<file path="src/rtl/fetch_queue_if.sv">
// Handshake bundle between fetch (master) and the fetch queue (slave).
// The master drives the fetched pair and flush, and consumes the head entry.
interface fetch_queue_if #(
  parameter int AW = 2
);
  logic          in_valid;
  logic [31:0]   in_pc;
  logic [31:0]   in_instr;
  logic          flush;
  logic          out_ready;
  logic          out_valid;
  logic [31:0]   out_pc;
  logic [31:0]   out_instr;
  logic          freeze;
  logic [AW:0]   count;

  modport master (
    output in_valid, in_pc, in_instr, flush, out_ready,
    input  out_valid, out_pc, out_instr, freeze, count
  );

  modport slave (
    input  in_valid, in_pc, in_instr, flush, out_ready,
    output out_valid, out_pc, out_instr, freeze, count
  );
endinterface

</file>
<file path="src/rtl/fetch_queue.sv">
// First-word-fall-through queue of {pc, instr} pairs between fetch and decode.
// Freezes the PC when full and drops all entries on a front-end flush.
module fetch_queue #(
  parameter int DEPTH = 4,
  parameter int AW    = 2
) (
  input logic          clk,
  input logic          reset,
  fetch_queue_if.slave fq
);
  localparam logic [AW:0] FULL_CNT = (AW+1)'(DEPTH);

  logic [63:0]   mem [DEPTH];
  logic [AW-1:0] wp;
  logic [AW-1:0] rp;
  logic [AW:0]   cnt;
  logic          push;
  logic          pop;

  assign push = fq.in_valid && (cnt != FULL_CNT) && !fq.flush;
  assign pop  = (cnt != '0) && fq.out_ready && !fq.flush;

  always_ff @(posedge clk or negedge reset) begin
    if (!reset) begin
      wp  <= '0;
      rp  <= '0;
      cnt <= '0;
      for (int i = 0; i < DEPTH; i++) mem[i] <= '0;
    end else if (fq.flush) begin
      // Contents are left stale; only the bookkeeping is cleared.
      wp  <= '0;
      rp  <= '0;
      cnt <= '0;
    end else begin
      if (push) begin
        mem[wp] <= {fq.in_pc, fq.in_instr};
        wp      <= wp + AW'(1);
      end
      if (pop) rp <= rp + AW'(1);
      if (push && !pop)      cnt <= cnt + (AW+1)'(1);
      else if (pop && !push) cnt <= cnt - (AW+1)'(1);
    end
  end

  assign fq.out_valid              = (cnt != '0);
  assign {fq.out_pc, fq.out_instr} = mem[rp];
  assign fq.freeze                 = (cnt == FULL_CNT);
  assign fq.count                  = cnt;
endmodule

</file>
<file path="src/flat_wrapper.sv">
// flat-port wrapper written by rule: the top's interface ports become plain ports
module fetch_queue_flat 
#(
  parameter int DEPTH = 4,
  parameter int AW    = 2
)
  (clk, reset, fq_in_valid, fq_in_pc, fq_in_instr, fq_flush, fq_out_ready, fq_out_valid, fq_out_pc, fq_out_instr, fq_freeze, fq_count);
  fetch_queue_if #(.AW(AW)) fq_i ();
  input logic clk;
  input logic reset;
  input wire logic [$bits(fq_i.in_valid)-1:0] fq_in_valid;
  input wire logic [$bits(fq_i.in_pc)-1:0] fq_in_pc;
  input wire logic [$bits(fq_i.in_instr)-1:0] fq_in_instr;
  input wire logic [$bits(fq_i.flush)-1:0] fq_flush;
  input wire logic [$bits(fq_i.out_ready)-1:0] fq_out_ready;
  output wire logic [$bits(fq_i.out_valid)-1:0] fq_out_valid;
  output wire logic [$bits(fq_i.out_pc)-1:0] fq_out_pc;
  output wire logic [$bits(fq_i.out_instr)-1:0] fq_out_instr;
  output wire logic [$bits(fq_i.freeze)-1:0] fq_freeze;
  output wire logic [$bits(fq_i.count)-1:0] fq_count;
  assign fq_i.in_valid = fq_in_valid;
  assign fq_i.in_pc = fq_in_pc;
  assign fq_i.in_instr = fq_in_instr;
  assign fq_i.flush = fq_flush;
  assign fq_i.out_ready = fq_out_ready;
  assign fq_out_valid = fq_i.out_valid;
  assign fq_out_pc = fq_i.out_pc;
  assign fq_out_instr = fq_i.out_instr;
  assign fq_freeze = fq_i.freeze;
  assign fq_count = fq_i.count;
  fetch_queue #(.DEPTH(DEPTH), .AW(AW)) u_core (.clk(clk), .reset(reset), .fq(fq_i));
endmodule
</file>
<file path="config.mk">
export PLATFORM = sky130hd
export DESIGN_NAME = fetch_queue_flat
export DESIGN_NICKNAME = d
export VERILOG_FILES = /design/src/rtl/fetch_queue_if.sv /design/src/rtl/fetch_queue.sv /design/src/flat_wrapper.sv
export SDC_FILE = /design/constraint.sdc
export NUM_CORES = 1
export LEC_CHECK = 0
export BUFFER_PORTS_ARGS = -buffer_cell sky130_fd_sc_hd__buf_2
export CORE_UTILIZATION = 58
export DETAILED_ROUTE_END_ITERATION = 7
export HOLD_SLACK_MARGIN = 0.06
export PLACE_DENSITY = 0.78
export SLEW_MARGIN = 0
export SYNTH_ARGS = -nofsm -noshare
export SYNTH_HDL_FRONTEND = slang
export SYNTH_SLANG_ARGS = --single-unit
</file>
<file path="constraint.sdc">
create_clock -name clk -period 2.6 [get_ports clk]
set_clock_uncertainty 0.1 [all_clocks]
set_input_delay 0.52 -clock clk [delete_from_list [all_inputs] [get_ports clk]]
set_output_delay 0.52 -clock clk [all_outputs]
set_load 0.02 [all_outputs]
</file>
==> flow_summary.toml <==
[cts]
clk_latency_ps = 530
clockBufferDepth = 3
numClockSinks = 263
path_clk_slew_ps = 60
cts_tree = "done"
numCtsBuffers = 28
ctsHtreeMaxLevel = 1
clockRootBuffer = "clkbuf_16"

[global_routing]
antenna_found_initial = 4
grt_start_max_net_pins = 69
grt_pass1_vias = 7320
grt_pass1_wl_um = 37970
track_usage_pct = 24.00
grt-ovfl-total = 0

[die]
die_width_um = 143.9
io_pins = 138
start_util_pct = 59.61
die_h_um = 143.9
core_um2 = 19590
rows = 51
dieArea_um2 = 20700

[detailed_routing]
routed_via_density = 5.843
route.detailed.drc = 0
antenna_left = 0
wl_per_cell_um = 21.85
drtIter0Drc = 202
drt_wl_total_um = 24560
via_count = 6567
dr.pass1.iters = 4

[critical_path]
end_kind = "output pin"
cp_max_fo = 8
start_kind = "flop"
critPathKind = "reg -> out"
worst-endpoint-required_ps = 1980
arrival_ps = 2010
r2r_slack_ps = 110

[finish]
nets = 910
final_util_pct = 72.39
area_growth_pct = 21.44
stdcell_area_um2 = 14180
drive_gt1_share_pct = 61.10

[synth]
seq_area_frac_synth_pct = 56.36
syn_inst = 678
synth_edf_count = 0
synthesis.area_um2 = 11680
ys_types = 33
yosys_warnings = 0
synth-main-ff-cell = "dfrtp_1"
async_flop_share_pct = 100.0
yosysMostFrequentCell = "dfrtp_1"
synth_nets = 752
synth.ff_latch_count = 263
synth_top_area_share_pct = 56.36
avgSynthCellArea_um2 = 17.22
yosys.area.top_type = "dfrtp_1"
yosys-top-cells-count = "dfrtp_1 (263), mux2_2 (234), mux4_2 (64)"
synth_area_leaders = "dfrtp_1 (56%), mux2_2 (23%), mux4_2 (12%)"

[power_and_ir_drop]
leakagePower_nw = 6.494
powerDensity_nw_per_um2 = 1256
ir_drop_uv = 793.7

[run_status]
status = "finished, violations left"
violations = "setup timing"

[place]
detailedPlacementHpwl_um = 15150
dp_slack_ps = 168.9
place.gp.congestion = 0.7714
placed_cell_area_um2 = 12700
port_buffers = 137

[hold_path]
worst_hold_path_type = "in -> reg"

[sta]
clock.fmax_mhz = 380.3
fin_crit_sh_pct = 101.1
tightest_slew_ps = 780.1
fin_ws_ps = -29.76
grt_setup_unrepaired = "yes"
hold_violations = 0
max_slew_margin_pct = 47.88
timing.final.crit_period_ps = 2630
drv_slew = 0
fin_tns_setup_ps = -259.6
setup_viol = 21

[job]
cap_viol_max_count = 0
## worst max-delay path: stages, from the launching register on
cell,delay (ps)
dfrtp_4,460
buf_12,170
clkbuf_16,170
mux4_2,520
buf_6,150
## registers in the layout, indices dropped and copies added, names as in the netlist
signal / count
u_core.mem: 256
u_core.fq.count: 3
u_core.rp: 2
u_core.wp: 2
## metrics by stage
step	power [mW]	hold WS (ps)	instances
3_5_place_dp	12.70	379.4	1058
4_1_cts	17.00	126.3	1110
5_1_grt	18.66	143.9	1122
6_report	17.81	149.2	1124
3_3_place_gp	12.27	367.9	1058
2_1_floorplan	10.79	124.4	678
## repair_timing
item	CTS	global route
gates resized for setup	6	79
hold endpoints to repair	61	0
cloned	0	7
setup endpoints to repair	58	54
hold buffers	1	0
setup buffers	1	4
## per-layer routing
metal | vias up | wire (µm) | share of wire [%] | global-route usage [%]
li1 | 2863 | - | - | -
met1 | 3527 | 10040 | 41 | 30.75
met2 | 143 | 13030 | 53 | 42.13
met3 | 32 | 1092 | 4.4 | 4.698
met4 | 2 | 382 | 1.6 | 5.599
met5 | - | 8 | 0.033 | 0
## logic make-up after synthesis
kind of cell               share of synthesized area (%)
adders and majority gates                         0.6000
and+or+nand+nor                                    1.425
buffers and inverters                              3.375
DFF                                                56.36
xor gates and xnor gates                          0.1500
AOI/OAI and AO/OA                                 0.6966
muxes                                              37.39
## cell usage in the layout (no fill, tap or decap), drive strengths merged, types with 2 or more instances in the layout
cell,synthesis,layout
mux2i,2,2
mux2,258,258
dfrtp,263,263
diode,0,3
ha,4,4
buf,38,166
xor2,2,2
clkinv,0,4
a21oi,2,2
inv,6,5
nand3,6,6
bufinv,0,4
mux4,64,64
nand3b,2,2
nor2,9,9
clkbuf,7,48
o21ai,2,2
## cell type report
type / instances / area, µm²
repair buffers: 173 / 1533
clock buffers: 42 / 854.6
fillers: 1207 / 5409
clock inverters: 8 / 140.1
multi-input cells: 364 / 4702
flip-flops and latches: 263 / 6586
diodes: 3 / 7.507
well taps: 265 / 331.6
inverters: 6 / 26.28
## where the power goes
| part | leakage [nW] | switching (mW) | internal (mW) |
|---|---|---|---|
| clock network | 0.493 | 1.56 | 2.65 |
| registers | 3.32 | 0.875 | 5.77 |
| logic | 2.69 | 3.01 | 3.95 |
| total | 6.49 | 5.44 | 12.4 |
## path summary, 6_finish.rpt
| path | start | to | cells after the start |
|---|---|---|---|
| hold reg to reg | u_core.mem[33]$_DFFE_PN0P_ | u_core.mem[33]$_DFFE_PN0P_ | 1 |
| setup reg to reg | u_core.fq.count[1]$_DFFE_PN0P_ | u_core.fq.count[2]$_DFFE_PN0P_ | 7 |
| setup / recovery | u_core.rp[0]$_DFFE_PN0P_ | fq_out_pc[23] | 4 |
| min in group asynchronous | reset | u_core.mem[166]$_DFFE_PN0P_ | 2 |
| hold / removal | fq_in_pc[16] | u_core.mem[48]$_DFFE_PN0P_ | 2 |
| max in group asynchronous | reset | u_core.mem[199]$_DFFE_PN0P_ | 3 |
(Power assumes the default switching activity.)
